===== src/rtl/lattic_scan_if.sv =====
// lattic_scan_if: frame data, control and LED drive bundle for the
// lattic_scan matrix scanner. master = frame source / LED sink,
// slave = the scanner itself.
interface lattic_scan_if #(
    parameter int ROWS = 8,
    parameter int COLS = 8
) ();
    logic [ROWS*COLS-1:0] r_dis;
    logic [ROWS*COLS-1:0] g_dis;
    logic                 load;
    logic                 enable;
    logic [3:0]           brightness;
    logic [ROWS-1:0]      row;
    logic [COLS-1:0]      r_col;
    logic [COLS-1:0]      g_col;
    logic                 frame_start;

    modport master (
        output r_dis, g_dis, load, enable, brightness,
        input  row, r_col, g_col, frame_start
    );

    modport slave (
        input  r_dis, g_dis, load, enable, brightness,
        output row, r_col, g_col, frame_start
    );
endinterface


===== src/rtl/lattic_scan.sv =====
// lattic_scan: row-multiplexed bicolour LED matrix scanner.
// Each row slot is ROW_TICKS cycles: BLANK_TICKS of blanking, then drive.
// Frame data is double-buffered; a load request is adopted only at the
// frame boundary (row wrap to 0) so a frame is never torn.
// Optional macro LATTIC_SCAN_PWM_EN adds 4-bit global PWM dimming driven by
// the brightness input (latched per frame); without it brightness is ignored.
module lattic_scan #(
    parameter int ROWS        = 8,
    parameter int COLS        = 8,
    parameter int ROW_TICKS   = 50000,
    parameter int BLANK_TICKS = 16
) (
    input  logic          clk,
    input  logic          rst_n,
    lattic_scan_if.slave  bus
);
    localparam int TW = (ROW_TICKS > 1) ? $clog2(ROW_TICKS) : 1;
    localparam int RW = $clog2(ROWS);

    typedef enum logic {S_BLANK, S_DRIVE} state_t;

    localparam state_t RST_STATE = (BLANK_TICKS == 0) ? S_DRIVE : S_BLANK;

    logic [TW-1:0]        r_tick;
    logic [RW-1:0]        r_row_idx;
    logic                 r_pending;
    logic [ROWS*COLS-1:0] r_r_shadow;
    logic [ROWS*COLS-1:0] r_g_shadow;
    state_t               r_state;
    state_t               w_state_nxt;
    logic [TW-1:0]        w_tick_nxt;
    logic                 w_tick_last;
    logic                 w_row_last;
    logic                 w_wrap;
    logic                 w_lit;

    logic [ROWS-1:0]      r_row;
    logic [COLS-1:0]      r_rcol;
    logic [COLS-1:0]      r_gcol;
    logic                 r_fs;
    logic [ROWS-1:0]      w_row_nxt;
    logic [COLS-1:0]      w_rcol_nxt;
    logic [COLS-1:0]      w_gcol_nxt;
    logic                 w_fs_nxt;

    assign w_tick_last = (r_tick == TW'(ROW_TICKS - 1));
    assign w_row_last  = (r_row_idx == RW'(ROWS - 1));
    assign w_wrap      = w_tick_last && w_row_last;
    assign w_tick_nxt  = w_tick_last ? '0 : r_tick + 1'b1;

    // Slot tick and row index counters; row advances when the tick wraps.
    always_ff @(posedge clk or negedge rst_n) begin
        if (!rst_n) begin
            r_tick    <= '0;
            r_row_idx <= '0;
        end else begin
            r_tick <= w_tick_nxt;
            if (w_tick_last)
                r_row_idx <= w_row_last ? '0 : r_row_idx + 1'b1;
        end
    end

    // Phase FSM state register; tracks whether the current tick is blanking.
    always_ff @(posedge clk or negedge rst_n) begin
        if (!rst_n) r_state <= RST_STATE;
        else        r_state <= w_state_nxt;
    end

    // Phase FSM next state: BLANK for the first BLANK_TICKS of a slot.
    always_comb begin
        w_state_nxt = S_DRIVE;
        if ((BLANK_TICKS != 0) && (int'(w_tick_nxt) < BLANK_TICKS))
            w_state_nxt = S_BLANK;
    end

    // Load request is held pending and adopted only at the frame wrap; a
    // request arriving on the wrap cycle itself is taken at that wrap.
    always_ff @(posedge clk or negedge rst_n) begin
        if (!rst_n) begin
            r_pending  <= 1'b0;
            r_r_shadow <= '0;
            r_g_shadow <= '0;
        end else if (w_wrap && (r_pending || bus.load)) begin
            r_pending  <= 1'b0;
            r_r_shadow <= bus.r_dis;
            r_g_shadow <= bus.g_dis;
        end else if (bus.load) begin
            r_pending <= 1'b1;
        end
    end

`ifdef LATTIC_SCAN_PWM_EN
    logic [3:0] r_pwm;
    logic [3:0] r_bright;

    // Free-running duty counter and per-frame brightness latch.
    always_ff @(posedge clk or negedge rst_n) begin
        if (!rst_n) begin
            r_pwm    <= '0;
            r_bright <= '0;
        end else begin
            r_pwm <= r_pwm + 1'b1;
            if (w_wrap) r_bright <= bus.brightness;
        end
    end

    assign w_lit = (r_pwm < r_bright);
`else
    logic w_unused_bright;
    assign w_unused_bright = ^bus.brightness;
    assign w_lit           = 1'b1;
`endif

    // Next drive values from current state; blank unless enabled and driving.
    always_comb begin
        w_row_nxt  = '0;
        w_rcol_nxt = '1;
        w_gcol_nxt = '1;
        w_fs_nxt   = (r_tick == '0) && (r_row_idx == '0);
        if (bus.enable && (r_state == S_DRIVE)) begin
            w_row_nxt = ROWS'(1) << r_row_idx;
            if (w_lit) begin
                w_rcol_nxt = ~r_r_shadow[int'(r_row_idx)*COLS +: COLS];
                w_gcol_nxt = ~r_g_shadow[int'(r_row_idx)*COLS +: COLS];
            end
        end
    end

    // Output registers: everything seen at the pins lags state by one clock.
    always_ff @(posedge clk or negedge rst_n) begin
        if (!rst_n) begin
            r_row  <= '0;
            r_rcol <= '1;
            r_gcol <= '1;
            r_fs   <= 1'b0;
        end else begin
            r_row  <= w_row_nxt;
            r_rcol <= w_rcol_nxt;
            r_gcol <= w_gcol_nxt;
            r_fs   <= w_fs_nxt;
        end
    end

    assign bus.row         = r_row;
    assign bus.r_col       = r_rcol;
    assign bus.g_col       = r_gcol;
    assign bus.frame_start = r_fs;
endmodule


===== src/flat_wrapper.sv =====
// flat-port wrapper written by rule: the top's interface ports become plain ports
module lattic_scan_flat 
#(
    parameter int ROWS        = 8,
    parameter int COLS        = 8,
    parameter int ROW_TICKS   = 50000,
    parameter int BLANK_TICKS = 16
)
  (clk, rst_n, bus_r_dis, bus_g_dis, bus_load, bus_enable, bus_brightness, bus_row, bus_r_col, bus_g_col, bus_frame_start);
  lattic_scan_if #(.ROWS(ROWS), .COLS(COLS)) bus_i ();
  input  logic clk;
  input  logic rst_n;
  input wire logic [$bits(bus_i.r_dis)-1:0] bus_r_dis;
  input wire logic [$bits(bus_i.g_dis)-1:0] bus_g_dis;
  input wire logic [$bits(bus_i.load)-1:0] bus_load;
  input wire logic [$bits(bus_i.enable)-1:0] bus_enable;
  input wire logic [$bits(bus_i.brightness)-1:0] bus_brightness;
  output wire logic [$bits(bus_i.row)-1:0] bus_row;
  output wire logic [$bits(bus_i.r_col)-1:0] bus_r_col;
  output wire logic [$bits(bus_i.g_col)-1:0] bus_g_col;
  output wire logic [$bits(bus_i.frame_start)-1:0] bus_frame_start;
  assign bus_i.r_dis = bus_r_dis;
  assign bus_i.g_dis = bus_g_dis;
  assign bus_i.load = bus_load;
  assign bus_i.enable = bus_enable;
  assign bus_i.brightness = bus_brightness;
  assign bus_row = bus_i.row;
  assign bus_r_col = bus_i.r_col;
  assign bus_g_col = bus_i.g_col;
  assign bus_frame_start = bus_i.frame_start;
  lattic_scan #(.ROWS(ROWS), .COLS(COLS), .ROW_TICKS(ROW_TICKS), .BLANK_TICKS(BLANK_TICKS)) u_core (.clk(clk), .rst_n(rst_n), .bus(bus_i));
endmodule

===== config.mk =====
export PLATFORM = sky130hd
export DESIGN_NAME = lattic_scan_flat
export DESIGN_NICKNAME = d
export VERILOG_FILES = /design/src/rtl/lattic_scan_if.sv /design/src/rtl/lattic_scan.sv /design/src/flat_wrapper.sv
export SDC_FILE = /design/constraint.sdc
export NUM_CORES = 1
export LEC_CHECK = 0
export CAP_MARGIN = 10
export CORE_MARGIN = 8
export CORE_UTILIZATION = 42
export DETAILED_ROUTE_END_ITERATION = 8
export GPL_ROUTABILITY_DRIVEN = 0
export PLACE_DENSITY = 0.67
export SETUP_SLACK_MARGIN = 0.2
export SLEW_MARGIN = 20
export SYNTH_ARGS = -nofsm -noshare
export SYNTH_HDL_FRONTEND = slang
export SYNTH_SLANG_ARGS = --single-unit

===== constraint.sdc =====
create_clock -name clk -period 2.8 [get_ports clk]
set_input_delay 0.84 -clock clk [delete_from_list [all_inputs] [get_ports clk]]
set_output_delay 0.84 -clock clk [all_outputs]
set_load 0.05 [all_outputs]

==> reports/metrics.cfg <==
[outcome]
status = finished clean

[synthesis]
yosysSeqAreaShare_pct = 53.66
synth_nets = 689
synth-edff-count = 0
avgSynthCellArea_um2 = 14.98
synth.distinct_cells = 39
async_reset_ff_share_pct = 100.0
synth_warnings = 0
syn-cell-area_mm2 = 0.008152
ys_seq_elements = 174
postSynthCellCount = 544
ys.flop_type = dfrtp_1

[cells_and_area]
final_nets = 841
syn2layout_area_growth_pct = 29.55
final_util_pct = 54.80
stdcell_count = 975
drive_above_1_share_pct = 31.73
fin_area_mm2 = 0.01056
n_fill_cell = 1573

[global_routing]
grt_overflow = 0
gr-usage-met1_pct = 20.45
grt_usage_pct = 16.11
met3_usage_pct = 3.329
grt_pass1_wl_um = 30330
antenna_found_initial = 1
first_global_vias = 5480
grtUsageMet2_pct = 27.28
grt_max_degree = 63
busiest_layer = met2

[timing]
rsz0062_at_grt = false
max-slew-margin-rel_pct = 45.30
finClkSkew_ns = 0.009899
min_period_over_period_pct = 91.35
drv_slew = 0
setup_violations = 0
finalHoldViolCount = 0
fmax_mhz = 391.0
tightestPinTransition_ns = 0.8196
period_needed_ns = 2.558
setup_tns_ns = 0

[job]
maxCapViolations = 0

[drt]
avgViaCountPerCell = 4.946
ant_nets = 0
drt_iter0_markers = 305
detail_route.first_pass.iterations = 4
drc_errors = 0
wl_per_cell_um = 19.33
vias = 4822
wl_um = 18840

[worst_setup_path]
critPathCaptureType = output port
path_buf_inv = 1
path_class = reg2out
crit_path_max_fanout = 1
worstReg2RegStart = u_core.r_tick[0]
cp.depth = 1
rrSetupSlack_ns = 0.66
required_ns = 1.96
slowest_delay_ns = 0.79
reg2reg_depth = 6
cp_slowest_cell = clkdlybuf4s50_1
start_kind = flop
r2r_end = u_core.r_state
path_cells = clkdlybuf4s50_1
cp_top_family = buffers and inverters
critical_path_arrival_ns = 1.72

[clock_network]
clockBufferDepth = 2
numCtsBuffers = 17
cts.clk_slew.worst_paths_ns = 0.07
clkLatencyLatePin_ns = 0.42
cts_sinks = 174
h-tree-depth = 4
tritoncts = done
cts_setup_buffers = 0
root_buffer = clkbuf_16

[worst_hold_path]
hp-class = in2async

[floorplan]
die_w_um = 155.3
die_height_um = 155.3
dieArea_mm2 = 0.02412
ios = 161
num_rows = 51
start_util_pct = 42.30
core-area_mm2 = 0.01927

[placed_design]
dp.cells = 942
post_dp_cell_area_mm2 = 0.009967
hpwl_um = 13420
numPortBuffers = 156

[pwr]
p_leak_nw = 5.137
powerDensity_mw_per_mm2 = 493.4
finalPower_mw = 5.210
peakVddDrop_mv = 0.3317

[repair_timing]
item / 4_1_cts / 5_1_grt
setup endpoints to repair: 13 / 2
gates resized for setup: 13 / 2
hold buffers: 0 / 0
cloned: 0 / 0
[cell usage after synthesis, types with 8 or more instances]
library cell | instances | share of area, %
nor3_1 | 8 | 0.49
buf_6 | 14 | 1.9
mux2_2 | 28 | 3.9
inv_1 | 9 | 0.41
nand3_1 | 8 | 0.49
clkbuf_1 | 14 | 0.64
buf_2 | 8 | 0.49
mux4_2 | 32 | 8.8
ha_1 | 9 | 1.4
dfstp_2 | 16 | 5.2
nand2_1 | 70 | 3.2
mux2_4 | 100 | 18
and3_1 | 10 | 0.77
nor2_1 | 12 | 0.55
dfrtp_1 | 158 | 49
[registers in the layout, indices dropped and copies added, names as in the netlist]
register                flops
u_core.bus.g_col            8
u_core.r_g_shadow          64
u_core.r_tick              16
u_core.bus.frame_start      1
u_core.bus.row              8
u_core.r_row_idx            3
u_core.r_r_shadow          64
u_core.r_state              1
u_core.bus.r_col            8
u_core.r_pending            1
[cell usage in the layout, fill, tap and decap left out, types with 3 or more instances in the layout]
cell	count
and3_1	10
buf_12	5
buf_4	8
bufinv_16	3
clkbuf_1	4
clkbuf_16	17
clkdlybuf4s50_1	140
dfrtp_1	156
dfstp_2	16
dlygate4sd2_1	13
ha_1	9
inv_1	9
mux2_2	28
mux2_4	100
mux4_2	32
nand2_1	70
nand3_1	8
nand4_1	6
nor2_1	12
nor3_1	8
o21ai_0	3
xnor2_1	7
xor2_1	7
[through the flow]
stage | setup slack [ns] | hold WS, ns
after floorplan | 0.8869 | 0.4594
after global placement | 0.2706 | 0.4763
after detailed placement | 0.2509 | 0.4885
after CTS | 0.2026 | 0.3416
after global routing | 0.2029 | 0.3485
final | 0.2422 | 0.3386
[area by class of cell]
type / count / area (µm²) / share of cell area [%]
flip-flops and latches: 174 / 4377 / 41.45
multi-input cells: 325 / 3502 / 33.16
repair buffers: 169 / 1712 / 16.21
clock buffers: 23 / 467.9 / 4.431
well taps: 265 / 331.6 / 3.140
clock inverters: 9 / 133.9 / 1.268
inverters: 9 / 33.78 / 0.3199
diodes: 1 / 2.502 / 0.02370
[logic make-up after synthesis]
family,Yosys count,synth area share [%]
muxes,162,31.39
AOI/OAI and AO/OA,12,0.9978
buffers and inverters,45,3.484
xor gates and xnor gates,14,1.504
and+or+nand+nor,128,7.582
DFF,174,53.66
adders and majority gates,9,1.381
[routing by layer]
layer | vias up | routed length, µm
met3 | 14 | 658
li1 | 2222 | -
met4 | 0 | 234
met2 | 119 | 9703
met5 | - | 0
met1 | 2467 | 8245
[report_power, final]
group	leakage [nW]	total, mW	internal, mW	switching, mW
clock network	0.292	2.43	1.46	0.970
logic	2.50	0.266	0.173	0.0932
registers	2.35	2.52	2.52	0.000180
[worst max-delay path by stage]
stage / start / end / slack (ns)
after global placement: bus_load / u_core.r_r_shadow[63] / 0.27
after CTS: u_core.bus.r_col[7] / bus_r_col[7] / 0.20
after global routing: u_core.bus.r_col[0] / bus_r_col[0] / 0.20
final: u_core.bus.r_col[0] / bus_r_col[0] / 0.24
after floorplan: u_core.r_tick[7] / u_core.r_g_shadow[0] / 0.89
after detailed placement: bus_load / u_core.r_r_shadow[63] / 0.25
Note: power is estimated with default switching activity, not from simulation.
